$ cat src/rtl/md_div_seq.sv
// md_div_seq: sequential radix-2 restoring divider core.
// Takes unsigned magnitudes from an upstream operand-conditioning stage.
// Produces one quotient bit per cycle: 64 steps for full width, 32 for *W.
// An exception result that was computed upstream (divide-by-zero or
// overflow) skips the iteration and completes in a single cycle.

module md_div_seq #(
  parameter int XLEN = 64
) (
  input  logic            clk_i,
  input  logic            rst_i,
  input  logic            start_i,
  input  logic            w_i,
  input  logic [XLEN-1:0] X_i,
  input  logic [XLEN-1:0] Y_i,
  input  logic            d_exception_i,
  input  logic [XLEN-1:0] d_exception_result_i,
  input  logic            flush_i,
  output logic            busy_o,
  output logic            done_o,
  output logic [XLEN-1:0] quotient_o,
  output logic [XLEN-1:0] remainder_o,
  output logic            exc_o,
  output logic [XLEN-1:0] exc_result_o
);

  localparam int CW   = $clog2(XLEN) + 1;
  localparam int HALF = XLEN / 2;

  typedef enum logic [1:0] {
    IDLE = 2'd0,
    DIV  = 2'd1,
    DONE = 2'd2
  } state_t;

  state_t          r_state;
  logic [CW-1:0]   r_cnt;
  logic [XLEN:0]   r_rem;   // partial remainder R; bit XLEN only matters mid-step
  logic [XLEN-1:0] r_quo;   // dividend bits shift out of the top, quotient bits in at the bottom
  logic [XLEN-1:0] r_y;
  logic            r_w;
  logic [XLEN-1:0] r_exc_result;

  logic [XLEN:0]   w_shift;
  logic [XLEN+1:0] w_diff;
  logic            w_neg;
  logic [XLEN:0]   w_rem_next;
  logic [XLEN-1:0] w_quo_next;
  logic            w_last;
  logic [XLEN-1:0] w_mask;

  // One restoring step: trial-subtract the divisor from the shifted remainder.
  // The extra difference bit is the borrow, so a set top bit means "restore".
  assign w_shift    = {r_rem[XLEN-1:0], r_quo[XLEN-1]};
  assign w_diff     = {1'b0, w_shift} - {2'b00, r_y};
  assign w_neg      = w_diff[XLEN+1];
  assign w_rem_next = w_neg ? w_shift : w_diff[XLEN:0];
  assign w_quo_next = {r_quo[XLEN-2:0], ~w_neg};
  assign w_last     = (r_cnt == CW'(1));

  // *W results keep their upper half cleared even if the operands were not.
  assign w_mask = {{HALF{~r_w}}, {HALF{1'b1}}};

  // Control FSM, iteration datapath and registered result outputs.
  always_ff @(posedge clk_i or posedge rst_i) begin
    if (rst_i) begin
      r_state      <= IDLE;
      r_cnt        <= '0;
      r_rem        <= '0;
      r_quo        <= '0;
      r_y          <= '0;
      r_w          <= 1'b0;
      r_exc_result <= '0;
      busy_o       <= 1'b0;
      done_o       <= 1'b0;
      quotient_o   <= '0;
      remainder_o  <= '0;
      exc_o        <= 1'b0;
      exc_result_o <= '0;
    end else begin
      // NOTE: every register here uses <= so all updates see pre-edge values;
      // a blocking = would let later statements read already-updated state.
      case (r_state)
        IDLE: begin
          done_o <= 1'b0;
          // flush_i wins over start_i so an aborted pipeline cannot launch work.
          if (start_i && !flush_i) begin
            r_w          <= w_i;
            r_y          <= Y_i;
            r_exc_result <= d_exception_result_i;
            busy_o       <= 1'b1;
            if (d_exception_i) begin
              r_state      <= DONE;
              done_o       <= 1'b1;
              exc_o        <= 1'b1;
              exc_result_o <= d_exception_result_i;
              quotient_o   <= '0;
              remainder_o  <= '0;
            end else begin
              r_state <= DIV;
              r_cnt   <= w_i ? CW'(HALF) : CW'(XLEN);
              r_rem   <= '0;
              // *W operands are pre-aligned to the top so only 32 steps are needed.
              r_quo   <= w_i ? {X_i[HALF-1:0], {HALF{1'b0}}} : X_i;
            end
          end
        end

        DIV: begin
          if (flush_i) begin
            r_state <= IDLE;
            busy_o  <= 1'b0;
          end else begin
            r_rem <= w_rem_next;
            r_quo <= w_quo_next;
            r_cnt <= r_cnt - CW'(1);
            if (w_last) begin
              r_state      <= DONE;
              done_o       <= 1'b1;
              quotient_o   <= w_quo_next & w_mask;
              remainder_o  <= w_rem_next[XLEN-1:0] & w_mask;
              exc_o        <= 1'b0;
              exc_result_o <= r_exc_result;
            end
          end
        end

        DONE: begin
          // Results stay in the output registers until the next accepted start.
          r_state <= IDLE;
          busy_o  <= 1'b0;
          done_o  <= 1'b0;
        end

        default: begin
          r_state <= IDLE;
          busy_o  <= 1'b0;
          done_o  <= 1'b0;
        end
      endcase
    end
  end

endmodule
$ cat config.mk
export PLATFORM = sky130hd
export DESIGN_NAME = md_div_seq
export DESIGN_NICKNAME = d
export VERILOG_FILES = /design/src/rtl/md_div_seq.sv
export SDC_FILE = /design/constraint.sdc
export NUM_CORES = 1
export LEC_CHECK = 0
export ABC_AREA = 1
export CAP_MARGIN = 30
export CORE_MARGIN = 2
export CORE_UTILIZATION = 43
export CTS_CLUSTER_SIZE = 16
export DETAILED_ROUTE_END_ITERATION = 16
export PLACE_DENSITY = 0.73
export SLEW_MARGIN = 5
export SYNTH_ARGS = -nofsm -noshare
export SYNTH_HDL_FRONTEND = slang
export SYNTH_SLANG_ARGS = --single-unit
$ cat constraint.sdc
create_clock -name clk_i -period 47.7 [get_ports clk_i]
set_input_delay 14.31 -clock clk_i [delete_from_list [all_inputs] [get_ports clk_i]]
set_output_delay 14.31 -clock clk_i [all_outputs]
set_load 0.1 [all_outputs]
==> results_dict.tcl <==
set metrics [dict create \
    rsz0062_at_grt "no" \
    outcome "finished with violations" \
    start_util_pct 43.50 \
    critPathSlowestCell "buf_4" \
    placed_cell_area_sq_mm 0.03098 \
    synthDistinctLibCells 41 \
    crit_fanout 90 \
    crit_arrival_ps 17320 \
    worst_slew_pin_slew_ps 1046 \
    viasPerCell 5.110 \
    path_delay_family "buffers and inverters" \
    critical_path_buf_inv_count 4 \
    drc 8 \
    hold_violations 0 \
    clkLatencyLatePin_ps 640 \
    routedWlPerCell_um 17.39 \
    setup_violations 0 \
    critPathMaxStageDelay_ps 770 \
    cellPowerDensity_mw_per_mm2 64.25 \
    vias 24260 \
    maxCapViolations 0 \
    drive_gt1_share_pct 5.136 \
    antenna_found_initial 7 \
    cts_buffers 50 \
    antenna_left 0 \
    tritoncts "yes" \
    path_cells "clkdlybuf4s50_1 > nand2_1 > nor2_4 > inv_2 > nor2_1 > nor2_4 > inv_4 > buf_4 > a41oi_1" \
    worstPathRequired_ps 48140 \
    fin_util_pct 55.72 \
    fp.coreArea_sq_mm 0.05913 \
    ys_seq_elements 461 \
    finClkSkew_ps 39.65 \
    die_y_um 248.6 \
    final.min_clock_period_ps 16880 \
    cts_buffer_depth 3 \
    finalCritPeriodShare_pct 35.38 \
    worstSetupPathType "primary input to flip-flop" \
    drt_iter0_drc 1927 \
    cts_setup_buffers 0 \
    hold_path_depth 2 \
    ys_seq_area_share_pct 44.85 \
    grt_first_pass_wirelength_mm 130.8 \
    whs_ps 470.2 \
    path_depth 9 \
    violations "design-rule violations" \
    hpwl_mm 59.72 \
    grt-ovfl-total 0 \
    drv_slew 0 \
    slew_headroom_pct 30.07 \
    grt_use_total_pct 26.37 \
    die-area_sq_mm 0.06179 \
    grt_max_degree 193 \
    grt_pass1_vias 23510 \
    layout_commonest_cell "nand2_1" \
    max-vdd-ir-drop_mv 0.07807 \
    io_pins 393 \
    syn_nets 3858 \
    cts_hold_buffers 0 \
    die_w_um 248.6 \
    dpl_worst_slack_ps 30260 \
    critPathCaptureType "flip-flop" \
    path_clk_slew_ps 60 \
    finalInstanceArea_sq_mm 0.03295 \
    fin_setup_tns_ps 0 \
    cts.sinks 461 \
    drt_first_pass_iters 12 \
    port-buffer-count 392 \
    reg2reg_depth 11 \
    mostFrequentLayoutCells "nand2_1 (1512), dfrtp_1 (461), inv_1 (416)" \
    leakagePower_nw 16.80 \
    setup_slack_ps 30820 \
    crit_path_frequent_cell "nor2_4" \
    ys_warn_count 0 \
    cts_root_buffer "clkbuf_16" \
    startpoint_type "primary input" \
    area_growth_pct 28.08 \
    syn_area_sq_mm 0.02572 \
    place.gp.congestion 0.9668 \
    ctsResizeCount 0 \
    htreeDepth 2 \
    syn-instance-count 3593 \
    rows 89 \
    routed_wl_mm 82.54 \
    nFillCells 5490 \
    synth_area_per_cell_sq_um 7.159 \
    holdCritPathClass "flip-flop to flip-flop" \
    max_freq_mhz 59.25 \
    final_net_count 4196 \
]
[cell families (layout without fill, tap and decap cells)]
group / Yosys count / after routing / share of synthesized area [%]
fa+ha+maj: 67 / 67 / 3.288
simple gates: 2055 / 2055 / 33.10
buf+inv: 607 / 986 / 9.285
flops: 461 / 461 / 44.85
other cells: 0 / 2 / 0
compound gates: 372 / 372 / 8.420
xor+xnor: 31 / 31 / 1.056
[cells in the mapped netlist, drive strengths merged]
library cell	n	area share, %
o22ai	7	0.17
xor2	3	0.10
a22oi	14	0.41
a21boi	2	0.058
and2	2	0.049
a21o	1	0.029
a21oi	56	1.1
nand3	110	2.4
and3b	1	0.034
nor2	224	3.3
o31ai	14	0.41
fa	1	0.078
clkinv	3	0.044
nand3b	63	1.8
nor4	2	0.049
dfrtp	461	45
xnor2	28	0.95
ha	66	3.2
nand2	1521	22
nor3	15	0.31
o21ai	170	3.3
clkbuf	113	1.6
a31oi	77	1.9
nor3b	1	0.029
nand4	116	2.8
inv	441	6.4
o21bai	8	0.25
buf	50	1.2
a41oi	23	0.78
[metrics by stage]
step / power [mW] / instances
6_report: 2.117 / 4747
5_1_grt: 2.236 / 4747
4_1_cts: 2.113 / 4739
3_5_place_dp: 1.687 / 4646
3_3_place_gp: 1.625 / 4615
2_1_floorplan: 1.362 / 3593
[final timing paths]
kind | slack (ps) | start | endpoint
setup / recovery | 30820 | start_i | r_quo[60]$_DFFE_PP0P_
hold / removal | 470 | r_exc_result[45]$_DFFE_PP0P_ | r_exc_result[45]$_DFFE_PP0P_
setup reg to reg | 42790 | r_state[1]$_DFFE_PP0P_ | exc_result_o[22]$_DFFE_PP0P_
hold reg to reg | 470 | r_exc_result[45]$_DFFE_PP0P_ | r_exc_result[45]$_DFFE_PP0P_
max in group asynchronous | 31260 | rst_i | remainder_o[35]$_DFFE_PP0P_
min in group asynchronous | 13980 | rst_i | quotient_o[9]$_DFFE_PP0P_
[power breakdown]
part	total, mW	internal [mW]	leakage, nW	switching [mW]
logic	1.10	0.299	10.0	0.802
clock network	0.418	0.246	0.882	0.172
registers	0.598	0.523	5.90	0.0756
[final cells by class]
class	instances	area [sq um]	share of cell area [%]
Inverter	444	1680	5.100
Multi-Input combinational cell	2525	11840	35.92
Timing Repair Buffer	449	5130	15.57
Sequential cell	461	11540	35.01
Clock buffer	72	1494	4.534
Tap cell	773	967.2	2.935
Clock inverter	21	299.0	0.9076
Antenna cell	2	5.005	0.01519
[tightest hold or removal path, stage by stage (launching register included)]
cell	delay, ps
dfrtp_1	340
nand2_1	50
nand2_1	50
[layer usage]
metal	part of all wire [%]	track usage, %
met1	42	34.18
met2	48	44.67
met3	7.3	5.757
met4	2.5	6.926
met5	0.076	0
[flip-flops by register name, indices dropped and copies added (netlist names), 2 cells and up]
signal        count
exc_result_o     64
quotient_o       64
r_exc_result     64
r_quo            64
r_rem            64
r_y              64
remainder_o      64
r_cnt             7
r_state           2
Power figures use the tool's default switching activity.
